===== src/rtl/alu_arb_pkg.sv =====
// Shared types and constants for the round-robin adder arbiter.
package alu_arb_pkg;

   localparam int STATS_W   = 16;
   // Widest tag ever needed (REQ <= 16).
   localparam int TAG_MAX_W = 4;

   // Ceiling log2, used to size the requester index / tag.
   function automatic int clog2(input int n);
      int r;
      r = 0;
      while ((1 << r) < n) r++;
      return r;
   endfunction

   // One in-flight tracking stage.
   typedef struct packed {
      logic                 valid;
      logic [TAG_MAX_W-1:0] tag;
   } stage_t;

endpackage


===== src/rtl/rr_pick.sv =====
// Combinational round-robin picker: first set request at or after ptr_i, wrapping.
module rr_pick #(
   parameter int REQ   = 4,
   parameter int IDX_W = 2
) (
   input  logic [REQ-1:0]   req_i,
   input  logic [IDX_W-1:0] ptr_i,
   output logic [REQ-1:0]   gnt_o,
   output logic [IDX_W-1:0] idx_o,
   output logic             any_o
);

   int unsigned k;

   // Scan from ptr_i upward modulo REQ and take the first active request.
   always_comb begin
      gnt_o = '0;
      idx_o = '0;
      any_o = 1'b0;
      k     = 0;
      for (int unsigned i = 0; i < REQ; i++) begin
         k = (32'(ptr_i) + i) % REQ;
         if (!any_o && req_i[k]) begin
            any_o    = 1'b1;
            gnt_o[k] = 1'b1;
            idx_o    = IDX_W'(k);
         end
      end
   end

endmodule


===== src/rtl/adder_rr_arbiter.sv =====
// Round-robin arbiter sharing one external registered adder among REQ requesters.
// A valid/tag pipeline of LAT stages routes each result back to its issuer.
// Optional: define ADDER_ARB_STATS_EN for per-requester saturating grant counters.
module adder_rr_arbiter
   import alu_arb_pkg::*;
#(
   parameter int N   = 32,
   parameter int REQ = 4,
   parameter int LAT = 2
) (
   input  logic               clk_i,
   input  logic               rst_ni,
   input  logic               en_i,
   input  logic [REQ-1:0]     req_valid_i,
   input  logic [REQ*N-1:0]   req_a_i,
   input  logic [REQ*N-1:0]   req_b_i,
   input  logic [REQ-1:0]     req_c_i,
   output logic [REQ-1:0]     req_ready_o,
   output logic [N-1:0]       add_a_o,
   output logic [N-1:0]       add_b_o,
   output logic               add_c_o,
   input  logic [N-1:0]       add_s_i,
   input  logic               add_c_i,
   output logic [REQ-1:0]     rsp_valid_o,
   output logic [N-1:0]       rsp_s_o,
   output logic               rsp_c_o,
`ifdef ADDER_ARB_STATS_EN
   input  logic               stats_clr_i,
   output logic [REQ*STATS_W-1:0] stats_o,
`endif
   output logic               idle_o
);

   localparam int TAG_W = clog2(REQ);

   logic [TAG_W-1:0] ptr_q, ptr_d;
   logic [REQ-1:0]   pick_gnt;
   logic [TAG_W-1:0] pick_idx;
   logic             pick_any;
   logic             issue_ok;
   logic             xfer;
   stage_t           stage_q [LAT];

   rr_pick #(
      .REQ   (REQ),
      .IDX_W (TAG_W)
   ) u_pick (
      .req_i (req_valid_i),
      .ptr_i (ptr_q),
      .gnt_o (pick_gnt),
      .idx_o (pick_idx),
      .any_o (pick_any)
   );

   assign issue_ok    = en_i & rst_ni;
   assign xfer        = issue_ok & pick_any;
   assign req_ready_o = issue_ok ? pick_gnt : '0;

   assign rsp_s_o = add_s_i;
   assign rsp_c_o = add_c_i;

   // Route the granted requester's operands to the adder; zero when idle.
   always_comb begin
      add_a_o = '0;
      add_b_o = '0;
      add_c_o = 1'b0;
      if (xfer) begin
         add_a_o = req_a_i[32'(pick_idx)*N +: N];
         add_b_o = req_b_i[32'(pick_idx)*N +: N];
         add_c_o = req_c_i[pick_idx];
      end
   end

   // Next pointer: one past the granted requester, wrapping at REQ.
   always_comb begin
      ptr_d = ptr_q;
      if (xfer) begin
         ptr_d = (pick_idx == TAG_W'(REQ - 1)) ? '0 : pick_idx + TAG_W'(1);
      end
   end

   // Pointer register.
   always_ff @(posedge clk_i) begin
      if (!rst_ni) ptr_q <= '0;
      else         ptr_q <= ptr_d;
   end

   // Valid/tag shift pipeline tracking operations inside the adder.
   always_ff @(posedge clk_i) begin
      if (!rst_ni) begin
         for (int unsigned i = 0; i < LAT; i++) stage_q[i] <= '0;
      end else begin
         stage_q[0] <= '{valid: xfer, tag: TAG_MAX_W'(pick_idx)};
         for (int unsigned i = 1; i < LAT; i++) stage_q[i] <= stage_q[i-1];
      end
   end

   // Response strobe decoded from the last stage; suppressed during reset so
   // discarded operations are never reported.
   always_comb begin
      rsp_valid_o = '0;
      for (int unsigned i = 0; i < REQ; i++) begin
         rsp_valid_o[i] = rst_ni && stage_q[LAT-1].valid &&
                          (stage_q[LAT-1].tag == TAG_MAX_W'(i));
      end
   end

   // Idle when no stage holds a valid operation.
   always_comb begin
      idle_o = 1'b1;
      for (int unsigned i = 0; i < LAT; i++) begin
         if (stage_q[i].valid) idle_o = 1'b0;
      end
   end

`ifdef ADDER_ARB_STATS_EN
   logic [STATS_W-1:0] cnt_q [REQ];

   // Per-requester saturating grant counters; clear beats increment.
   always_ff @(posedge clk_i) begin
      if (!rst_ni || stats_clr_i) begin
         for (int unsigned i = 0; i < REQ; i++) cnt_q[i] <= '0;
      end else if (xfer && (cnt_q[pick_idx] != '1)) begin
         cnt_q[pick_idx] <= cnt_q[pick_idx] + STATS_W'(1);
      end
   end

   // Flatten counters onto the stats bus.
   always_comb begin
      stats_o = '0;
      for (int unsigned i = 0; i < REQ; i++) stats_o[i*STATS_W +: STATS_W] = cnt_q[i];
   end
`endif

endmodule


===== config.mk =====
export PLATFORM = sky130hd
export DESIGN_NAME = adder_rr_arbiter
export DESIGN_NICKNAME = d
export VERILOG_FILES = /design/src/rtl/alu_arb_pkg.sv /design/src/rtl/rr_pick.sv /design/src/rtl/adder_rr_arbiter.sv
export SDC_FILE = /design/constraint.sdc
export NUM_CORES = 1
export LEC_CHECK = 0
export ABC_AREA = 0
export ABC_CLOCK_PERIOD_IN_PS = 10400
export CAP_MARGIN = 20
export CORE_AREA = 4 4 154 156
export CTS_BUF_LIST = sky130_fd_sc_hd__clkbuf_8
export CTS_CLUSTER_SIZE = 25
export DETAILED_ROUTE_END_ITERATION = 10
export DIE_AREA = 0 0 158 160
export GPL_ROUTABILITY_DRIVEN = 0
export GPL_TIMING_DRIVEN = 0
export HOLD_SLACK_MARGIN = 0.15
export PLACE_DENSITY = 0.62
export SLEW_MARGIN = 5
export SYNTH_ARGS = -nofsm -noshare
export SYNTH_HDL_FRONTEND = slang
export SYNTH_SLANG_ARGS = --single-unit

===== constraint.sdc =====
create_clock -name clk_i -period 10.4 [get_ports clk_i]
set_input_delay 2.08 -clock clk_i [delete_from_list [all_inputs] [get_ports clk_i]]
set_output_delay 2.08 -clock clk_i [all_outputs]
set_load 0.05 [all_outputs]

**Word-level counts from Yosys, hierarchy flattened**

Memory sizes are Yosys's and may differ from the RTL's.
Cells that the tools add are included.

- Muxes and demuxes: 41
- Shift operators: 2
- Reduce and logical (&&, ||, !) cells: 16
- Equal/unequal tests: 4
- $add $sub $neg: 4
- Bitwise operators: 7
- Order comparisons: 9

Operator list:

| operator | count |
|---|---|
| $shiftx 128x8->32 | 2 |
| $mux 32 | 2 |
| $mux 4 | 5 |
| $mux 1 | 18 |
| $lt 2x3->1 const B | 5 |
| $logic_and 1x1->1 | 12 |
| $or 4x4->4 | 3 |
| $bmux 1 s2 | 5 |
| $mux 2 | 5 |
| $mux 5 | 2 |
| $demux 1 s2 | 4 |
| $eq 4x2->1 const B | 2 |
| $ge 2x1->1 const B | 4 |
| $add 2x1->2 const B | 2 |
| $add 2x2->2 const B | 2 |
| $eq 4x1->1 const B | 1 |
| $logic_not 4->1 | 1 |
| $logic_not 1->1 | 3 |
| $and 1x1->1 | 2 |
| $eq 2x2->1 const B | 1 |
| $or 1x1->1 | 2 |

- Memories: 1
- Word-level logic and storage cells: 85
- Register bits after elaboration: 2
- RAM bits: 10
- Input port bits: 300
- Output and inout bits: 107

Memory list:

| name | words | width | read ports | clocked after Yosys merged registers in | write ports | line | source |
|---|---|---|---|---|---|---|---|
| stage_q | 2 | 5 | 2 | 0 | 2 | adder_rr_arbiter.sv:42 | `stage_t stage_q [LAT];` |

**Logic depth before layout (Yosys ltp)**

- Depth after elaboration: 15
- Gate-level depth with buffers: 13
- Gate-level depth less buffers: 8

**Hierarchy**

From an unflattened synthesis, not the netlist that was laid out.

- Cell total of the unflattened synthesis: 338
- Area total of the unflattened synthesis: 2905.3 µm²

Modules (own cells, without submodules):

| module | sequential area each (µm²) | cells each | area an instance (µm²) | times used |
|---|---|---|---|---|
| adder_rr_arbiter | 160.2 | 293 | 2483.6 | 1 |
| rr_pick | 0.0 | 45 | 421.7 | 1 |

**Worst setup path after synthesis**

Ideal clock, no wire load.

- Path type: input-to-output
- Start point: in req_valid_i[1]
- End point: out add_b_o[25]
- Buffers on the path: 3
- Stages on the path: 9
- Data required time: 8.320 ns
- Slack: 4.065 ns
- Data arrival time: 4.255 ns
- Cells stage by stage: mux4_2 a21oi_2 nand3_1 a21boi_1 buf_2 buf_6 buf_6 mux2i_1 o2bb2ai_1

- Word-level cells in the longest chain between the ends: 14
- Elaborated cells on any way between the ends: 25
- Those cells by class: shift (1); mux (17); bitwise (1); reduce/logical (6)

Ends and longest elaborated chain:

| item | line | source |
|---|---|---|
| from (decl) | adder_rr_arbiter.sv:14 | `input logic [REQ-1:0] req_valid_i,` |
| $bmux 1 s2 | rr_pick.sv:23 | `if (!any_o && req_i[k]) begin` |
| $mux 1 (implied by the code) | rr_pick.sv:23 |  |
| $mux 1 | rr_pick.sv:23 |  |
| $logic_not 1->1 | rr_pick.sv:23 |  |
| $logic_and 1x1->1 | rr_pick.sv:23 |  |
| $mux 1 | rr_pick.sv:23 |  |
| $logic_not 1->1 | rr_pick.sv:23 |  |
| $logic_and 1x1->1 | rr_pick.sv:23 |  |
| $mux 1 | rr_pick.sv:23 |  |
| $logic_not 1->1 | rr_pick.sv:23 |  |
| $logic_and 1x1->1 | rr_pick.sv:23 |  |
| $mux 2 or $mux 1 (tied branches) | rr_pick.sv:23 |  |
| $shiftx 128x8->32 or $and 1x1->1 (tied branches) | adder_rr_arbiter.sv:69, adder_rr_arbiter.sv:56 |  |
| $mux 32 (*) | adder_rr_arbiter.sv:67 | `if (xfer) begin` |
| to (decl) | adder_rr_arbiter.sv:20 | `output logic [N-1:0] add_b_o,` |

Every way passes the cells marked *; elsewhere a longest branch is shown, timed or not. The select of a mux whose other input is x is not followed.

**Worst setup path after layout**

- Start point: in req_valid_i[1]
- End point: out add_b_o[9]

Same word-level chain as after synthesis.

==> flow_summary.yaml <==
status:
  result_of_the_run: "completed"
detailed_routing:
  top_signal_layer_used: "met4"
  drt_pre_antenna_iters: 5
  routed-wl-met3_microns: 1603
  drtIter0Drc: 241
  routedLengthMet1_microns: 9836
  met2RoutedLength_microns: 11550
  post-route-drc-count: 0
  route.final.wire_length_microns: 23360
  detail_route.vias_per_cell: 4.881
  routed_wire_length_per_instance_microns: 18.78
  drt.antenna.violating_nets: 0
  num_vias: 6072
clock_tree:
  cts.path.max_buffers: 2
  cts_made_buffers: 3
  cts_tree: "built"
  cts_setup_buffers: 0
  insertion_delay_ns: 0.22
  post_cts_resized: 0
  clk_root_buffer_cell: "sky130_fd_sc_hd__clkbuf_8"
  clk_pin_slew_worst_paths_ns: 0.04
  hold_buffers: 0
  clock-sinks: 8
  h-tree-depth: 1
worst_setup_path:
  critical_path.slowest_cell: "sky130_fd_sc_hd__clkdlybuf4s50_1"
  critical_path.max_fanout: 10
  timing_worst_setup_path_type: "input port to output port"
  end_kind: "output port"
  worst-endpoint-required_ns: 8.32
  worst-endpoint-arrival_ns: 5.70
  timing.critical_path.from_type: "input port"
  crit_path_max_incr_delay_ns: 0.83
  crit_path_cell_trace: "clkdlybuf4s50_1 -> buf_2 -> mux2i_1 -> mux2i_2 -> o21a_1 -> buf_2 -> clkbuf_1 -> nand2_1 -> a31oi_1 -> o2bb2ai_1 -> clkdlybuf4s50_1"
sta:
  setup_repair_after_global_routing_missed_its_margin: "false"
  final.setup_skew_ns: 0.001543
  final_hold_violations: 0
  setup_violations: 0
  final.setup.tns_ns: 0
  fmax_mhz: 128.5
  timing_worst_slew_pin_value_ns: 0.9164
  finalWorstPathRequiredPeriod_ns: 7.779
  timing_max_transition_violations_final: 0
  crit_share_post_route_pct: 74.80
  timing.slew.headroom_pct: 38.91
die:
  die_height_microns: 160
  boundaryPins: 407
  initial_utilization_pct: 17.39
  chipWidth_microns: 158
  fp.dieArea_sq_mm: 0.02528
  placeableCoreArea_sq_mm: 0.02237
  std_cell_rows: 55
pwr:
  power_mw: 1.057
  power_frac_comb_pct: 92.7
  leakage_power_summed_over_all_cells_nw: 3.140
  power.switching_mw: 0.6062
  p_sw_share_pct: 57.33
  powerDensity_mw_per_mm2: 131.8
  power.ir.vdd_worst_mv: 0.04565
  internal_power_mw: 0.4513
  clock_network_fraction_of_design_power_pct: 3.4
  sequentialPowerShare_pct: 3.9
placement:
  place_area_sq_mm: 0.007980
  hpwl_microns: 19090
  port_buffers: 373
layout:
  most-common-layout-cells: "sky130_fd_sc_hd__clkdlybuf4s50_1, sky130_fd_sc_hd__nand2_1, sky130_fd_sc_hd__mux2i_1, sky130_fd_sc_hd__o22ai_1"
  flow.area_growth_from_synthesis_pct: 106.2
  layout-drive-gt1-share_pct: 8.238
  finish.utilization_pct: 35.87
  antenna_cells: 0
  layout.cell_area.non_filler_sq_mm: 0.008021
  final_nets: 1269
  final_common_cell: "sky130_fd_sc_hd__clkdlybuf4s50_1"
  layout.filler_cells: 2366
global_route:
  antenna_found_initial: 0
  grt_pass1_wl_microns: 33490
  global_route.usage.total_pct: 16.58
  grt_pass1_vias: 5955
  grt_overflow_total: 0
  grt_max_degree: 11
synth:
  synth_cell_types: 43
  synthesis.nets: 891
  postSynthAreaPerCell_sq_um: 6.672
  seq_area_frac_synth_pct: 4.117
  synthArstFlopShare_pct: 0
  yosys_warnings: 0
  dominantRegCellSynth: "sky130_fd_sc_hd__dfxtp_1"
  ys_ff_latch: 8
  synth_enable_flop_cells: 0
  synthesis.instances: 583
  synth_area_sq_mm: 0.003890
min_path:
  hold_path.class: "flip-flop to flip-flop"
job:
  max_cap_viol_count: 0
## registers in the layout, summed over array words and instances (netlist names)
register  flops
ptr_q         2
stage_q       6
## power by group through the flow
stage                     Combinational, mW  Sequential, mW  Clock (mW)
final                                 0.980          0.0411      0.0359
after floorplan                       0.628          0.0399           0
after global placement                0.977          0.0414           0
after CTS                             0.984          0.0410      0.0368
after global routing                   1.05          0.0417      0.0394
after detailed placement              0.981          0.0415           0
## path summary, 6_finish.rpt
kind / start / end / slack, ns / cells past startpoint
max: req_valid_i[1] / add_b_o[9] / 2.62 / 11
min: stage_q[0][1] / stage_q[0][6] / 0.43 / 1
max reg2reg: ptr_q[0] / ptr_q[1] / 7.06 / 11
min reg2reg: stage_q[0][1] / stage_q[0][6] / 0.43 / 1
## layout make-up
cell class / count / area (sq um) / area share [%]
Timing Repair Buffer: 373 / 3734 / 46.55
Clock buffer: 3 / 41.29 / 0.5147
Tap cell: 285 / 356.6 / 4.445
Multi-Input combinational cell: 473 / 3122 / 38.92
Sequential cell: 8 / 160.2 / 1.997
Buffer: 95 / 581.8 / 7.253
Inverter: 7 / 26.28 / 0.3276
## layer usage
metal  up-vias  global-route usage (%)
li1       2943                       -
met1      2813                   21.34
met2       286                   29.18
met3        30                   2.791
met4         0                   3.024
met5         -                       0
## worst max-delay path: cells and delay by family
| kind | cells | cell delay (ns) |
|---|---|---|
| buffers and inverters | 5 | 2.28 |
| AOI/OAI and AO/OA | 3 | 0.67 |
| muxes | 2 | 0.55 |
| and+or+nand+nor | 1 | 0.10 |
## Yosys cell counts, types with 2 or more instances
library cell	instances	area, sq um
sky130_fd_sc_hd__a21oi_1	8	40.04
sky130_fd_sc_hd__a22o_1	4	35.03
sky130_fd_sc_hd__a22oi_1	4	30.03
sky130_fd_sc_hd__a31oi_1	65	406.6
sky130_fd_sc_hd__and2_1	3	18.77
sky130_fd_sc_hd__buf_1	5	18.77
sky130_fd_sc_hd__buf_2	21	105.1
sky130_fd_sc_hd__buf_4	41	307.8
sky130_fd_sc_hd__buf_6	6	67.56
sky130_fd_sc_hd__clkbuf_1	22	82.58
sky130_fd_sc_hd__dfxtp_1	8	160.2
sky130_fd_sc_hd__ha_1	8	100.1
sky130_fd_sc_hd__inv_1	6	22.52
sky130_fd_sc_hd__mux2_2	2	22.52
sky130_fd_sc_hd__mux2i_1	68	680.7
sky130_fd_sc_hd__nand2_1	142	533.0
sky130_fd_sc_hd__nand3_1	3	15.01
sky130_fd_sc_hd__nor2_1	10	37.54
sky130_fd_sc_hd__nor3_1	4	20.02
sky130_fd_sc_hd__o22ai_1	66	412.9
sky130_fd_sc_hd__o2bb2ai_1	65	569.3
## stage by stage
step	std cells	hold slack, ns	setup WS, ns
after floorplan	583	0.4118	4.065
after global placement	1241	0.4171	2.694
final	1244	0.4300	2.621
after global routing	1244	0.4469	2.433
after detailed placement	1241	0.4220	2.669
after CTS	1244	0.4331	2.649
## cell families (layout without fill, tap and decap cells)
logic type / after synthesis / count (layout) / synth area share, %
compound gates: 224 / 224 / 40.82
buf+inv: 102 / 478 / 15.63
flops: 8 / 8 / 4.117
fa+ha+maj: 8 / 8 / 2.573
mux: 73 / 73 / 19.59
simple gates: 168 / 168 / 17.27
Note: power is estimated with default switching activity, not from simulation.
